==> src/rtl/sb_loopback_tester.sv <==
// sb_loopback_tester: drives an incrementing byte-pattern packet stream out on
// the tx side and checks the stream returned on the rx side against the same
// pattern plus a fixed per-byte increment.
// Optional build macro: SB_LOOPBACK_TESTER_STALL_EN adds LFSR-driven stalls on
// both the tx offer and rx_ready.
module sb_loopback_tester #(
  parameter int          DW        = 256,
  parameter logic [7:0]  INCREMENT = 8'd1,
  parameter logic [31:0] NUM_PKTS  = 32'd16,
  parameter logic [31:0] BURST_LEN = 32'd4,
  parameter logic [31:0] DEST      = 32'h0
) (
  input  logic          clk,
  input  logic          nreset,
  input  logic          start,
  output logic [DW-1:0] tx_data,
  output logic [31:0]   tx_dest,
  output logic          tx_last,
  output logic          tx_valid,
  input  logic          tx_ready,
  input  logic [DW-1:0] rx_data,
  input  logic [31:0]   rx_dest,
  input  logic          rx_last,
  input  logic          rx_valid,
  output logic          rx_ready,
  output logic          busy,
  output logic          done,
  output logic          pass,
  output logic [15:0]   err_count,
  output logic [31:0]   tx_count,
  output logic [31:0]   rx_count
);

  typedef enum logic [1:0] {IDLE, RUN, DONE} state_t;

  state_t        state_q, state_d;
  logic [31:0]   txCount_q, txCount_d;
  logic [31:0]   rxCount_q, rxCount_d;
  logic [15:0]   errCount_q, errCount_d;
  logic          txHandshake, rxHandshake, clearCounts, rxMismatch;
  logic          txAllow, rxAllow;
  logic [DW-1:0] txPattern, rxExpected;

  // Word n ends a group at every BURST_LEN-th word and at the final word.
  function automatic logic lastOf(input logic [31:0] n);
    return (((n + 32'd1) % BURST_LEN) == 32'd0) || (n == NUM_PKTS - 32'd1);
  endfunction

`ifdef SB_LOOPBACK_TESTER_STALL_EN
  logic [15:0] lfsr_q, lfsr_d;
  logic        offerPending_q, offerPending_d;

  // Advance the stall LFSR only while running; remember an unaccepted offer so it is never withdrawn.
  always_comb begin
    lfsr_d = lfsr_q;
    if (state_q == RUN)
      lfsr_d = {lfsr_q[14:0], lfsr_q[15] ^ lfsr_q[13] ^ lfsr_q[12] ^ lfsr_q[10]};
    offerPending_d = tx_valid && !tx_ready;
  end

  // Stall LFSR and pending-offer registers.
  always_ff @(posedge clk or negedge nreset) begin
    if (!nreset) begin
      lfsr_q         <= 16'hACE1;
      offerPending_q <= 1'b0;
    end else begin
      lfsr_q         <= lfsr_d;
      offerPending_q <= offerPending_d;
    end
  end

  assign rxAllow = lfsr_q[0];
  assign txAllow = offerPending_q || lfsr_q[1];
`else
  assign rxAllow = 1'b1;
  assign txAllow = 1'b1;
`endif

  assign txHandshake = tx_valid && tx_ready;
  assign rxHandshake = rx_valid && rx_ready;
  assign clearCounts = (state_q != RUN) && start;

  // Regenerate the outgoing pattern from tx_count and the expected return from rx_count.
  always_comb begin
    txPattern  = '0;
    rxExpected = '0;
    for (int i = 0; i < DW / 8; i++) begin
      txPattern[8*i +: 8]  = txCount_q[7:0] + 8'(i);
      rxExpected[8*i +: 8] = rxCount_q[7:0] + 8'(i) + INCREMENT;
    end
  end

  assign rxMismatch = (rx_data != rxExpected) || (rx_dest != DEST) ||
                      (rx_last != lastOf(rxCount_q));

  // State register.
  always_ff @(posedge clk or negedge nreset) begin
    if (!nreset) state_q <= IDLE;
    else         state_q <= state_d;
  end

  // Next-state logic: start is only honoured outside RUN; the last rx handshake finishes the run.
  always_comb begin
    state_d = state_q;
    case (state_q)
      IDLE:    if (start) state_d = RUN;
      RUN:     if (rxHandshake && (rxCount_q + 32'd1 == NUM_PKTS)) state_d = DONE;
      DONE:    if (start) state_d = RUN;
      default: state_d = IDLE;
    endcase
  end

  // Counter next-state: restart clears, handshakes count, mismatches and stray DONE beats add one error each.
  always_comb begin
    txCount_d  = txCount_q;
    rxCount_d  = rxCount_q;
    errCount_d = errCount_q;
    if (clearCounts) begin
      txCount_d  = '0;
      rxCount_d  = '0;
      errCount_d = '0;
    end else begin
      if (txHandshake) txCount_d = txCount_q + 32'd1;
      if (rxHandshake && state_q == RUN) rxCount_d = rxCount_q + 32'd1;
      if (rxHandshake && ((state_q == RUN && rxMismatch) || state_q == DONE) &&
          errCount_q != 16'hFFFF)
        errCount_d = errCount_q + 16'd1;
    end
  end

  // Counter registers.
  always_ff @(posedge clk or negedge nreset) begin
    if (!nreset) begin
      txCount_q  <= '0;
      rxCount_q  <= '0;
      errCount_q <= '0;
    end else begin
      txCount_q  <= txCount_d;
      rxCount_q  <= rxCount_d;
      errCount_q <= errCount_d;
    end
  end

  // Output decode from state and counters.
  always_comb begin
    busy     = (state_q == RUN);
    done     = (state_q == DONE);
    pass     = (state_q == DONE) && (errCount_q == 16'd0);
    tx_valid = (state_q == RUN) && (txCount_q < NUM_PKTS) && txAllow;
    rx_ready = ((state_q == RUN) && rxAllow) || (state_q == DONE);
    tx_data  = txPattern;
    tx_dest  = DEST;
    tx_last  = tx_valid && lastOf(txCount_q);
  end

  assign err_count = errCount_q;
  assign tx_count  = txCount_q;
  assign rx_count  = rxCount_q;

endmodule

==> config.mk <==
export PLATFORM = sky130hd
export DESIGN_NAME = sb_loopback_tester
export DESIGN_NICKNAME = d
export VERILOG_FILES = /design/src/rtl/sb_loopback_tester.sv
export SDC_FILE = /design/constraint.sdc
export NUM_CORES = 1
export LEC_CHECK = 0
export CAP_MARGIN = 20
export CORE_AREA = 10 10 248 250
export DETAILED_ROUTE_END_ITERATION = 10
export DIE_AREA = 0 0 258 260
export PLACE_DENSITY = 0.55
export SLEW_MARGIN = 0
export SYNTH_ARGS = -nofsm -noshare
export SYNTH_HDL_FRONTEND = slang
export SYNTH_SLANG_ARGS = --single-unit
==> constraint.sdc <==
create_clock -name clk -period 9 [get_ports clk]
set_clock_uncertainty 0.05 [all_clocks]
set_input_delay 1.35 -clock clk [delete_from_list [all_inputs] [get_ports clk]]
set_output_delay 1.35 -clock clk [all_outputs]
set_load 0.01 [all_outputs]
## Word-level counts from Yosys, hierarchy flattened

Cells that the tools add are included.

| word-level totals | value |
|---|---|
| flip-flop bits (word level) | 82 |
| input port bits | 294 |
| output and inout bits | 374 |
| logic and storage cells | 148 |

| cells by class | value |
|---|---|
| add/sub/neg operators | 96 |
| magnitude comparators | 1 |
| equal/unequal tests | 11 |
| muxes and demuxes | 9 |
| reduce and logical (&&, ||, !) cells | 27 |

Operators by type and width:

| cell | count |
|---|---|
| adder 8 x 1 -> 8 bit, second input constant | 33 |
| adder 8 x 5 -> 8 bit, second input constant | 32 |
| != test 256 bit | 1 |
| adder 8 x 4 -> 8 bit, second input constant | 16 |
| two-way mux 32 bit | 4 |
| adder 32 x 1 -> 32 bit, second input constant | 2 |
| adder 8 x 3 -> 8 bit, second input constant | 8 |
| == test 32 x 4 -> 1 bit, second input constant | 2 |
| logical NOT 32 bit | 2 |
| adder 8 x 2 -> 8 bit, second input constant | 4 |
| == test 32 x 5 -> 1 bit, second input constant | 1 |
| less-than comparator 32 x 5 -> 1 bit, second input constant | 1 |
| two-way mux 16 bit | 2 |
| nonzero test 32 bit | 1 |
| adder 16 x 1 -> 16 bit, second input constant | 1 |
| logical NOT 16 bit | 1 |
| != test 16 bit, second input constant | 1 |
| logical AND 1 bit | 11 |
| logical OR 1 bit | 6 |
| != test 2 x 1 -> 1 bit, second input constant | 3 |
| nonzero test 2 bit | 3 |
| two-way mux 2 bit | 2 |
| one-hot mux 2 bit (2 select lines) | 1 |
| == test 2 x 1 -> 1 bit, second input constant | 1 |
| 5 further kinds | 5 |

## Depth between registers and ports, before layout

| depth | value |
|---|---|
| depth after elaboration | 11 |
| mapped depth | 17 |
| depth with buffers taken out | 12 |

## Worst setup path before layout

Ideal clock, no wire load.

| path | value |
|---|---|
| path kind | input to register |
| start | in rx_data[0] |
| end | reg errCount_q[14] (netlist: err_count[14]) |
| library setup time | 0.079 ns |
| data arrival time | 3.765 ns |
| data required time | 8.871 ns |
| path slack | 5.106 ns |
| stages on the path | 11 |
| path buffers | 1 |
| path through | or4b_2 -> o22ai_1 -> nand4_1 -> or4_1 -> a2111oi_0 -> nand4_1 -> nor4_1 -> nand2_1 -> buf_6 -> nand2_1 -> mux2i_1 |

| between the ends | value |
|---|---|
| word-level cells in the longest chain between the ends | 8 |

Ends and longest elaborated chain:

| element | line | RTL |
|---|---|---|
| from (decl) | 21 | `input logic [DW-1:0] rx_data,` |
| != test 256 bit | 93 | `assign rxMismatch = (rx_data != rxExpected) \|\| (rx_dest != DEST) \|\|` |
| logical OR 1 bit (2 in a row) | 93 |  |
| logical AND 1 bit | 125 | `if (rxHandshake && ((state_q == RUN && rxMismatch) \|\| state_q == DONE) &&` |
| logical OR 1 bit | 125 |  |
| logical AND 1 bit (2 in a row) | 125 |  |
| nonzero test 2 bit (no source line) | n/a |  |
| to (signal assigned) | 140 | `errCount_q <= errCount_d;` |
| to (decl) | 39 | `logic [15:0] errCount_q, errCount_d;` |

No other way between the ends.
A chain may end at the register's enable or synchronous reset.

## Final worst setup path

| path | value |
|---|---|
| start | reg rxCount_q[5] (netlist: rx_count[5]) |
| end | reg errCount_q[11] (netlist: err_count[11]) |

| between the ends | value |
|---|---|
| word-level cells in the longest chain between the ends | 10 |
| elaborated cells on any way between the ends | 73 |
| classes of those cells | add/sub (62); eq/ne (3); reduce/logical (8) |

Ends and longest elaborated chain:

| element | line | RTL |
|---|---|---|
| from (decl) | 38 | `logic [31:0] rxCount_q, rxCount_d;` |
| from (signal assigned) | 139 | `rxCount_q <= rxCount_d;` |
| adder 8 x 1 -> 8 bit, or another cell as far along | 89 | `rxExpected[8*i +: 8] = rxCount_q[7:0] + 8'(i) + INCREMENT;` |
| adder 8 x 1 -> 8 bit | 89 |  |
| != test 256 bit | 93 |  |
| logical OR 1 bit | 93 |  |
| logical OR 1 bit * | 93 |  |
| logical AND 1 bit * | 125 |  |
| logical OR 1 bit * | 125 |  |
| logical AND 1 bit * (2 in a row) | 125 |  |
| nonzero test 2 bit (no source line) * | n/a |  |

Every way passes the cells marked *; elsewhere a longest branch is shown, timed or not.

==> results.cfg <==
[timing]
fmax_mhz = 177
setup-violations-final = 0
rsz0062_at_grt = no
hold_viol = 0
relSlewSlack_pct = 35.4
fin_tns_setup_ns = 0
finalCritPeriodShare_pct = 62.7
final_max_slew_viol_count = 0
period_needed_ns = 5.64
tightest_slew_ns = 0.969

[clock_tree]
clk_path_buf_depth = 2
clk_latency_ns = 0.36
numClockSinks = 82
hold_buffers = 0
clk_pin_slew_ns = 0.07
cts_buffers = 9
htreeDepth = 3
cts_resized = 0
cts_setup_buffers = 0
cts-root-buf = clkbuf_16
cts_tree = built

[floorplan]
die_w_um = 258
die_area_um2 = 67100
core_um2 = 56300
start_util_pct = 23.4
ioPinCount = 668
rows = 87
die_h_um = 260

[synth]
netlist_area_um2 = 13200
synth_top_cell_area_share_pct = 15.6
synth_top_flop_cell = dfrtp_1
synth-edff-count = 0
syn_inst = 1799
async_reset_ff_share_pct = 100
ys_seq_area_share_pct = 15.6
syn_area_per_cell_um2 = 7.32
netlist_top_cells_area = dfrtp_1, xnor2_1, buf_4
ys_ff_latch = 82
yosys_warnings = 0
synth_cell_types = 83
yosys.area.top_type = dfrtp_1

[drt]
vias = 15606
drt-total-wl_mm = 78.8
wl_per_cell_um = 26.2
drc_errors = 0
vias_per_cell = 5.18
drt_pass1_iterations = 6
drt_iter0_markers = 1465
ant_nets = 0

[final_layout]
regArea_um2 = 2060
multi_input_area_um2 = 9390
final_nets = 2587
drive_above_1_share_pct = 3.24
design_area_um2 = 19600
fillers = 5957
area_growth_syn_to_layout_pct = 48.7

[worst_setup_path]
cpPeakStageDelay_ns = 0.73
endpoint = err_count[11]
reg2reg_depth = 13
path_buf_inv = 3
critPathLaunchType = flop
reg2reg_slack_ns = 3.36
endpoint_kind = flop
reg2reg_from = rx_count[5]
crit_fanout = 21
startpoint = rx_count[5]
crit_family = simple AND/OR/NAND/NOR gates
r2r-end = err_count[11]
path_cells = buf_4 -> inv_1 -> ha_1 -> inv_1 -> a222oi_1 -> o2111ai_1 -> or4_1 -> a2111oi_0 -> nand4_1 -> nor4_1 -> nand2_1 -> nand4_1 -> mux2i_1
arrival_ns = 5.87
setup.worst_path.class = flop to flop
slowest_stage = dfrtp_2
path_depth = 13
crit_required_ns = 9.23

[pwr]
ir_drop_mv = 0.0851
powerDensity_nw_per_um2 = 136
power_leakage_uw = 0.00763

[run_status]
outcome = completed

[global_routing]
track_usage_pct = 22.1
grt_max_degree = 60
grt_antenna_before_repair = 13
grt_pass1_vias = 15298
grt-busiest-layer = met2
use_met1_pct = 25.7
grt_util_met3_pct = 6.36
grt_pass1_wl_mm = 111
grt_overflow = 0
use_met2_pct = 38.3

[placed_design]
dpl-instance-area_um2 = 19200
gp_congestion = 0.994
dp_hpwl_mm = 65.9
port_buffers = 635

[run]
cap_violations = 0

[min_path]
holdCritPathClass = flop to flop
[how the worst min path moves through the flow]
stage                 start      endpoint  slack, ns  depth (start not counted)
6_report       tx_count[10]  tx_count[10]       0.47                          1
5_1_grt        tx_count[25]  tx_count[25]       0.49                          1
4_1_cts        tx_count[18]  tx_count[18]       0.47                          1
3_5_place_dp   tx_count[12]  tx_count[12]       0.45                          1
3_3_place_gp   tx_count[14]  tx_count[14]       0.45                          1
2_1_floorplan    state_q[1]    state_q[1]       0.46                          1
[layout by cell type (no fill, tap or decap), types with 20 or more instances in the layout]
master           synthesis  final
buf_4                  140     25
a31oi_1                 22     22
o21ai_0                 91     91
ha_1                    48     48
nor3_1                  34     34
nand3_1                 49     49
dfrtp_1                 82     78
nand2b_1                28     27
conb_1                   1     32
nor2_1                 126    125
nand2_1                144    144
clkdlybuf4s50_1          0    634
and2_1                  34     34
nor4_1                  33     33
a21oi_1                102    102
nor2b_1                 23     22
inv_1                   82     82
nand4_1                 35     35
xor2_1                  80     80
a21o_1                  20     20
mux2i_1                 24     24
xnor2_1                205    205
and3_1                  24     24
[stage by stage]
step	std cells	hold WS, ns	total power (uW)	utilization [%]	worst slack [ns]
2_1_floorplan	1830	0.462	1470	-	5.11
3_3_place_gp	2990	0.449	2250	34.2	3.43
3_5_place_dp	2990	0.454	2260	34.2	3.21
4_1_cts	3006	0.472	2680	34.7	3.50
5_1_grt	3014	0.491	2810	34.8	3.11
6_report	3014	0.467	2660	34.8	3.36
[report_power, final]
| group | internal [uW] | leakage (uW) | switching, uW |
|---|---|---|---|
| clock | 220 | 0.000145 | 180 |
| sequential | 382 | 0.00113 | 28.1 |
| combinational | 819 | 0.00635 | 1030 |
[Yosys cell counts (5+ instances only)]
library cell	instances
xnor2_1	205
nand2_1	144
buf_4	140
nor2_1	126
a21oi_1	102
o21ai_0	91
dfrtp_1	82
inv_1	82
xor2_1	80
clkbuf_1	71
nand3_1	49
ha_1	48
nand4_1	35
and2_1	34
nor3_1	34
nor4_1	33
nand2b_1	28
and3_1	24
mux2i_1	24
nor2b_1	23
a31oi_1	22
buf_2	22
a21o_1	20
buf_1	20
or3_1	17
o31ai_1	15
o22ai_1	14
a2111oi_0	13
nand3b_1	12
a211oi_1	11
and4_1	11
nor4b_1	11
o2111ai_1	10
o221ai_1	9
or4_1	9
a22oi_1	8
a221oi_1	7
nand4b_1	7
o211ai_1	7
a211o_1	6
or2_2	6
o21a_1	5
[sequential cells by signal (all words and copies together), names as in the netlist]
| signal | cells |
|---|---|
| rx_count | 32 |
| state_q | 2 |
| tx_count | 32 |
| err_count | 16 |
[worst reg2reg max path, cell delays in order, from the launching register on]
cell       delay, ns
dfrtp_2         0.73
buf_4           0.47
inv_1           0.37
ha_1            0.41
inv_1           0.10
a222oi_1        0.36
o2111ai_1       0.16
or4_1           0.59
a2111oi_0       0.43
nand4_1         0.18
nor4_1          0.64
nand2_1         0.59
nand4_1         0.30
mux2i_1         0.20
[layout make-up]
type	instances	area share (%)
Multi-Input combinational cell	1409	48.0
Timing Repair Buffer	659	33.4
Sequential cell	82	10.5
Tap cell	756	4.83
Inverter	84	1.61
Clock buffer	9	1.15
Clock inverter	7	0.422
Antenna cell	8	0.102
[per-layer routing]
layer	vias up	part of all wire [%]
met4	8	3.0
li1	7008	-
met3	122	9.5
met1	7548	39
met5	-	0.047
met2	920	49
[logic make-up after synthesis]
logic type / count (synthesis) / synth area share (%)
mux: 27 / 2.08
xor+xnor: 291 / 19.8
fa+ha+maj: 48 / 4.56
flops: 82 / 15.6
compound gates: 389 / 19.1
simple gates: 622 / 24.8
buf+inv: 339 / 14.0
other cells: 1 / 0.0285
Note: power is estimated with default switching activity, not from simulation.
